File: src/rtl/change_dispense_ctrl_pkg.sv
// Shared definitions for the change dispense controller: coin table,
// bus widths, timing defaults and the controller state encoding.
package change_dispense_ctrl_pkg;

    // Number of coin denominations handled by the hopper.
    localparam int COIN_N = 3;

    // Default widths, coin values and timing.
    localparam int DEF_TOTAL_W        = 31;
    localparam int DEF_COIN_VAL0      = 100;
    localparam int DEF_COIN_VAL1      = 500;
    localparam int DEF_COIN_VAL2      = 1000;
    localparam int DEF_WAIT_CYCLES    = 10;
    localparam int DEF_HOPPER_TIMEOUT = 64;

    // Controller state encoding, also exported on the debug state port.
    typedef enum logic [2:0] {
        ST_IDLE     = 3'd0,
        ST_COUNT    = 3'd1,
        ST_LATCH    = 3'd2,
        ST_SELECT   = 3'd3,
        ST_DISPENSE = 3'd4,
        ST_DONE     = 3'd5
    } state_t;

    // Upstream must hold off coin insert / item select in these states.
    function automatic logic state_busy(state_t s);
        return (s == ST_LATCH) || (s == ST_SELECT) ||
               (s == ST_DISPENSE) || (s == ST_DONE);
    endfunction

endpackage

File: src/rtl/change_dispense_ctrl_coin_greedy_sel.sv
// Greedy coin chooser: picks the largest coin whose value fits in the
// remaining balance. Purely combinational.
module coin_greedy_sel
    import change_dispense_ctrl_pkg::*;
#(
    parameter int TOTAL_W   = DEF_TOTAL_W,
    parameter int COIN_VAL0 = DEF_COIN_VAL0,
    parameter int COIN_VAL1 = DEF_COIN_VAL1,
    parameter int COIN_VAL2 = DEF_COIN_VAL2
) (
    input  logic [TOTAL_W-1:0] remaining,
    output logic [COIN_N-1:0]  coin,
    output logic [TOTAL_W-1:0] value,
    output logic               found
);

    localparam logic [TOTAL_W-1:0] V0 = TOTAL_W'(COIN_VAL0);
    localparam logic [TOTAL_W-1:0] V1 = TOTAL_W'(COIN_VAL1);
    localparam logic [TOTAL_W-1:0] V2 = TOTAL_W'(COIN_VAL2);

    // Compare in descending coin value; the first fit wins.
    always_comb begin
        coin  = '0;
        value = '0;
        found = 1'b0;
        if (remaining >= V2) begin
            coin[2] = 1'b1;
            value   = V2;
            found   = 1'b1;
        end else if (remaining >= V1) begin
            coin[1] = 1'b1;
            value   = V1;
            found   = 1'b1;
        end else if (remaining >= V0) begin
            coin[0] = 1'b1;
            value   = V0;
            found   = 1'b1;
        end
    end

endmodule

File: src/rtl/change_dispense_ctrl.sv
// Change dispense controller. Runs the inactivity countdown, snapshots the
// balance on timeout or return request, then hands coins to the hopper one
// at a time and reports each debit.
// Optional hopper watchdog: define CHANGE_WATCHDOG_EN.
//
// Hopper handshake: o_disp_valid rises when a coin is offered and holds,
// with o_disp_coin stable, until i_disp_ready is sampled high at a posedge;
// that edge transfers the coin. i_disp_ready while o_disp_valid is low has
// no effect.
module change_dispense_ctrl
    import change_dispense_ctrl_pkg::*;
#(
    parameter int TOTAL_W     = DEF_TOTAL_W,
    parameter int COIN_VAL0   = DEF_COIN_VAL0,
    parameter int COIN_VAL1   = DEF_COIN_VAL1,
    parameter int COIN_VAL2   = DEF_COIN_VAL2,
    parameter int WAIT_CYCLES = DEF_WAIT_CYCLES
`ifdef CHANGE_WATCHDOG_EN
    ,
    parameter int HOPPER_TIMEOUT = DEF_HOPPER_TIMEOUT
`endif
) (
    input  logic               clk,
    input  logic               reset_n,
    input  logic               i_activity,
    input  logic               i_return_req,
    input  logic [TOTAL_W-1:0] i_total,
    output logic [31:0]        o_wait_time,
    output logic               o_busy,
    output logic               o_disp_valid,
    output logic [COIN_N-1:0]  o_disp_coin,
    input  logic               i_disp_ready,
    output logic               o_debit_valid,
    output logic [TOTAL_W-1:0] o_debit_amt,
    output logic               o_done,
    output logic [TOTAL_W-1:0] o_residue,
    output logic               o_fault,
    output logic [2:0]         o_state_dbg
);

    state_t               state_q, state_d;
    logic [31:0]          wait_q;
    logic [TOTAL_W-1:0]   remaining_q;
    logic [COIN_N-1:0]    coin_q;
    logic [TOTAL_W-1:0]   coin_val_q;
    logic                 debit_valid_q;
    logic [TOTAL_W-1:0]   debit_amt_q;
    logic                 fault_q;

    logic [COIN_N-1:0]    sel_coin;
    logic [TOTAL_W-1:0]   sel_val;
    logic                 sel_found;
    logic                 total_nz;
    logic                 accept;
    logic                 wd_expire;

    coin_greedy_sel #(
        .TOTAL_W   (TOTAL_W),
        .COIN_VAL0 (COIN_VAL0),
        .COIN_VAL1 (COIN_VAL1),
        .COIN_VAL2 (COIN_VAL2)
    ) u_sel (
        .remaining (remaining_q),
        .coin      (sel_coin),
        .value     (sel_val),
        .found     (sel_found)
    );

    assign total_nz = |i_total;
    assign accept   = (state_q == ST_DISPENSE) && i_disp_ready;

`ifdef CHANGE_WATCHDOG_EN
    localparam int WD_W = $clog2(HOPPER_TIMEOUT) + 1;
    logic [WD_W-1:0] wd_cnt_q;

    // Give up on the hopper after HOPPER_TIMEOUT cycles without ready.
    assign wd_expire = (state_q == ST_DISPENSE) && !i_disp_ready &&
                       (wd_cnt_q == WD_W'(HOPPER_TIMEOUT - 1));

    // Watchdog counter: cleared on entry to DISPENSE, counts while there.
    always_ff @(posedge clk) begin
        if (!reset_n) begin
            wd_cnt_q <= '0;
        end else if (state_d == ST_DISPENSE && state_q != ST_DISPENSE) begin
            wd_cnt_q <= '0;
        end else if (state_q == ST_DISPENSE) begin
            wd_cnt_q <= wd_cnt_q + WD_W'(1);
        end
    end
`else
    assign wd_expire = 1'b0;
`endif

    // State register.
    always_ff @(posedge clk) begin
        if (!reset_n) begin
            state_q <= ST_IDLE;
        end else begin
            state_q <= state_d;
        end
    end

    // Next-state logic; return request has priority over activity.
    always_comb begin
        state_d = state_q;
        unique case (state_q)
            ST_IDLE: begin
                if (i_return_req) begin
                    state_d = total_nz ? ST_LATCH : ST_IDLE;
                end else if (i_activity) begin
                    state_d = ST_COUNT;
                end
            end
            ST_COUNT: begin
                if (i_return_req) begin
                    state_d = ST_LATCH;
                end else if (i_activity) begin
                    state_d = ST_COUNT;
                end else if (wait_q <= 32'd1) begin
                    state_d = total_nz ? ST_LATCH : ST_IDLE;
                end
            end
            ST_LATCH:  state_d = ST_SELECT;
            ST_SELECT: state_d = sel_found ? ST_DISPENSE : ST_DONE;
            ST_DISPENSE: begin
                if (i_disp_ready) begin
                    state_d = ST_SELECT;
                end else if (wd_expire) begin
                    state_d = ST_DONE;
                end
            end
            ST_DONE:   state_d = ST_IDLE;
            default:   state_d = ST_IDLE;
        endcase
    end

    // Datapath: countdown, balance snapshot, chosen coin and debit pulse.
    always_ff @(posedge clk) begin
        if (!reset_n) begin
            wait_q        <= '0;
            remaining_q   <= '0;
            coin_q        <= '0;
            coin_val_q    <= '0;
            debit_valid_q <= 1'b0;
            debit_amt_q   <= '0;
            fault_q       <= 1'b0;
        end else begin
            debit_valid_q <= 1'b0;
            fault_q       <= wd_expire;

            if (i_activity && state_d == ST_COUNT) begin
                wait_q <= 32'(WAIT_CYCLES);
            end else if (state_d == ST_LATCH) begin
                wait_q <= '0;
            end else if (state_q == ST_COUNT && wait_q != 32'd0) begin
                wait_q <= wait_q - 32'd1;
            end

            if (state_q == ST_LATCH) begin
                remaining_q <= i_total;
            end else if (accept) begin
                remaining_q <= remaining_q - coin_val_q;
            end

            if (state_q == ST_SELECT && sel_found) begin
                coin_q     <= sel_coin;
                coin_val_q <= sel_val;
            end

            if (accept) begin
                debit_valid_q <= 1'b1;
                debit_amt_q   <= coin_val_q;
            end
        end
    end

    // Outputs decoded from state; coin and residue are masked outside
    // the cycles in which they are meaningful.
    always_comb begin
        o_busy       = state_busy(state_q);
        o_disp_valid = (state_q == ST_DISPENSE);
        o_disp_coin  = (state_q == ST_DISPENSE) ? coin_q : '0;
        o_done       = (state_q == ST_DONE);
        o_residue    = (state_q == ST_DONE) ? remaining_q : '0;
        o_state_dbg  = state_q;
    end

    assign o_wait_time   = wait_q;
    assign o_debit_valid = debit_valid_q;
    assign o_debit_amt   = debit_amt_q;
    assign o_fault       = fault_q;

endmodule
File: config.mk
export PLATFORM = sky130hd
export DESIGN_NAME = change_dispense_ctrl
export DESIGN_NICKNAME = d
export VERILOG_FILES = /design/src/rtl/change_dispense_ctrl_pkg.sv /design/src/rtl/change_dispense_ctrl_coin_greedy_sel.sv /design/src/rtl/change_dispense_ctrl.sv
export SDC_FILE = /design/constraint.sdc
export NUM_CORES = 1
export LEC_CHECK = 0
export BUFFER_PORTS_ARGS = -buffer_cell sky130_fd_sc_hd__buf_2
export CORE_ASPECT_RATIO = 1.4
export CORE_MARGIN = 4
export CORE_UTILIZATION = 50
export CTS_BUF_LIST = sky130_fd_sc_hd__clkbuf_8 sky130_fd_sc_hd__clkbuf_16
export DETAILED_ROUTE_END_ITERATION = 12
export GPL_TIMING_DRIVEN = 1
export PLACE_DENSITY = 0.77
export SLEW_MARGIN = 30
export SYNTH_ARGS = -nofsm -noshare
export SYNTH_HDL_FRONTEND = slang
export SYNTH_SLANG_ARGS = --single-unit
File: constraint.sdc
create_clock -name clk -period 6.9 [get_ports clk]
set_input_delay 2.07 -clock clk [delete_from_list [all_inputs] [get_ports clk]]
set_output_delay 2.07 -clock clk [all_outputs]
set_load 0.005 [all_outputs]
==> results_dict.tcl <==
set metrics [dict create \
    antenna_found_initial 0 \
    finish.net_count 763 \
    finalWeightedCongestion 0.885 \
    syn_inst 619 \
    irDropWorstVdd_mv 0.497 \
    syn2layout_area_growth_pct 16.8 \
    dieWidth_um 91.3 \
    powerDensity_nw_per_um2 416 \
    route.vias.total 4994 \
    relSlewSlack 0.404 \
    synth-seq-cells 78 \
    cp_max_fo 32 \
    place_hpwl_um 10300 \
    finalInstanceArea_um2 5670 \
    dr.pass1.iters 5 \
    async_flop_share 0 \
    r2r-start "o_wait_time[9]" \
    synth_most_common_cell "dfxtp_1" \
    cts_tree "built" \
    clock_skew_ps 5.87 \
    worst_pin_slew_ps 891 \
    synth_top_cells_by_count "78 x dfxtp_1, 70 x nor2_1, 42 x nand2_1" \
    post_cts_resized 0 \
    antenna_cells 0 \
    drt_iter0_markers 290 \
    min-delay-start "o_debit_amt[2]" \
    p_leak_uw 0.00244 \
    clock-sinks 78 \
    post-place-cells 814 \
    cts_max_level 3 \
    drc 0 \
    cp-start-kind "flop" \
    rrSetupSlack_ps 3990 \
    cts_buffers 9 \
    min_path_type "flop to flop" \
    postCtsSetupRepairBufs 0 \
    rows 42 \
    synth_area_leaders "dfxtp_1 32%, nor2_1 5.4%, and2_1 4.3%, buf_4 4.2%, a21oi_1 3.6%" \
    io_pins 141 \
    cp.arrival_ps 2020 \
    synth_seq_area_share 0.322 \
    setup_violations 0 \
    first_global_vias 4622 \
    worstSetupPathType "flop to primary output" \
    cap_violations 0 \
    fin_cells 830 \
    cts_hold_buf 0 \
    final-max-slew-violation-count 0 \
    wl_per_cell_um 17.0 \
    syn_avg_cell_area_um2 7.84 \
    fin_util 0.599 \
    synthFlopType "dfxtp_1" \
    dpl-instance-area_um2 5380 \
    track_usage 0.238 \
    timing.fmax_ghz 0.245 \
    end_kind "primary output" \
    hold_viol 0 \
    grt_max_degree 38 \
    avgViaCountPerCell 6.02 \
    wirelength_um 14100 \
    rsz0062_at_grt "false" \
    fp.dieH_um 125 \
    io_buffer_count 116 \
    crit_start "o_state_dbg[2]" \
    die_area_um2 11400 \
    clock_tree.root_cell "clkbuf_16" \
    synth_area_um2 4850 \
    fill_cells 890 \
    layout-drive-gt1-share 0.206 \
    grt_pass1_wl_um 22400 \
    start_util 0.513 \
    min_period_over_period 0.593 \
    multi_input_area_um2 2990 \
    path_clk_slew_ps 60 \
    crit_required_ps 4830 \
    min_period_ps 4090 \
    ant_nets 0 \
    regArea_um2 1560 \
    synth_edf_count 0 \
    clock_path_buffers 2 \
    power.total_uw 2360 \
    synth_top_area_frac 0.322 \
    clk_latency_ps 340 \
    coreArea_um2 9460 \
    status "complete, no violations" \
    synth-warning-count 0 \
    tns_ps 0 \
    yosysTopAreaCell "dfxtp_1" \
    grt_overflow 0 \
    synth_cell_types 64 \
]
## path summary, 6_finish.rpt
kind	to	cells after the start
min reg2reg	o_debit_amt[2]	2
max reg2reg	o_wait_time[5]	6
max	o_residue[27]	5
min	o_debit_amt[2]	2
## stage by stage
step	hold WS [ps]	setup WS (ps)
after floorplan	432	3210
after global placement	442	2390
after global routing	487	2630
after detailed placement	448	2650
after CTS	456	2790
final	452	2810
## state kept, by name (all words and copies together) (netlist names)
| register | cells |
|---|---|
| remaining_q | 31 |
| coin_val_q | 4 |
| o_wait_time | 32 |
| o_debit_amt | 5 |
| o_debit_valid | 1 |
| o_state_dbg | 3 |
| coin_q | 2 |
## where the power goes
part / internal (uW) / switching [uW] / total (uW)
registers: 526 / 108 / 634
clock network: 270 / 186 / 457
logic: 469 / 797 / 1270
## cell type report
type | instances | area share
sequential | 78 | 0.275
timing repair buffer | 121 | 0.109
clock inverter | 4 | 0.00375
clock buffer | 12 | 0.0470
inverter | 21 | 0.0139
multi-input combinational | 484 | 0.527
tap | 110 | 0.0243
## logic make-up after synthesis
logic type                 Yosys count  share of synthesized area
buffers and inverters               80                     0.0835
other                                1                   0.000773
DFF                                 78                      0.322
and+or+nand+nor                    285                      0.312
adders and majority gates           12                     0.0325
AOI/OAI and AO/OA                  129                      0.187
xor gates and xnor gates            33                     0.0596
muxes                                1                    0.00232
## routing by layer
metal  GRT usage  vias to the layer above  part of all wire
li1            -                     2391                 -
met5           0                        -                 0
met2       0.418                      221              0.51
met4      0.0968                        0             0.029
met1       0.265                     2344              0.39
met3      0.0713                       38             0.077
## placed cells by master (no fill, tap or decap), types with 21 or more instances in the layout
cell type / instances
inv_1: 21
nor4_1: 23
conb_1: 24
and2_1: 33
a21oi_1: 35
dfxtp_1: 78
nand2_1: 42
nor3_1: 31
nor2_1: 70
buf_2: 116
## worst max-delay path, cell delays in order (launching register included)
cell and delay (ps):
dfxtp_1 520, clkinv_1 320, nor3b_2 240, buf_4 300
and2_1 180, buf_2 110
Note: power is estimated with default switching activity, not from simulation.
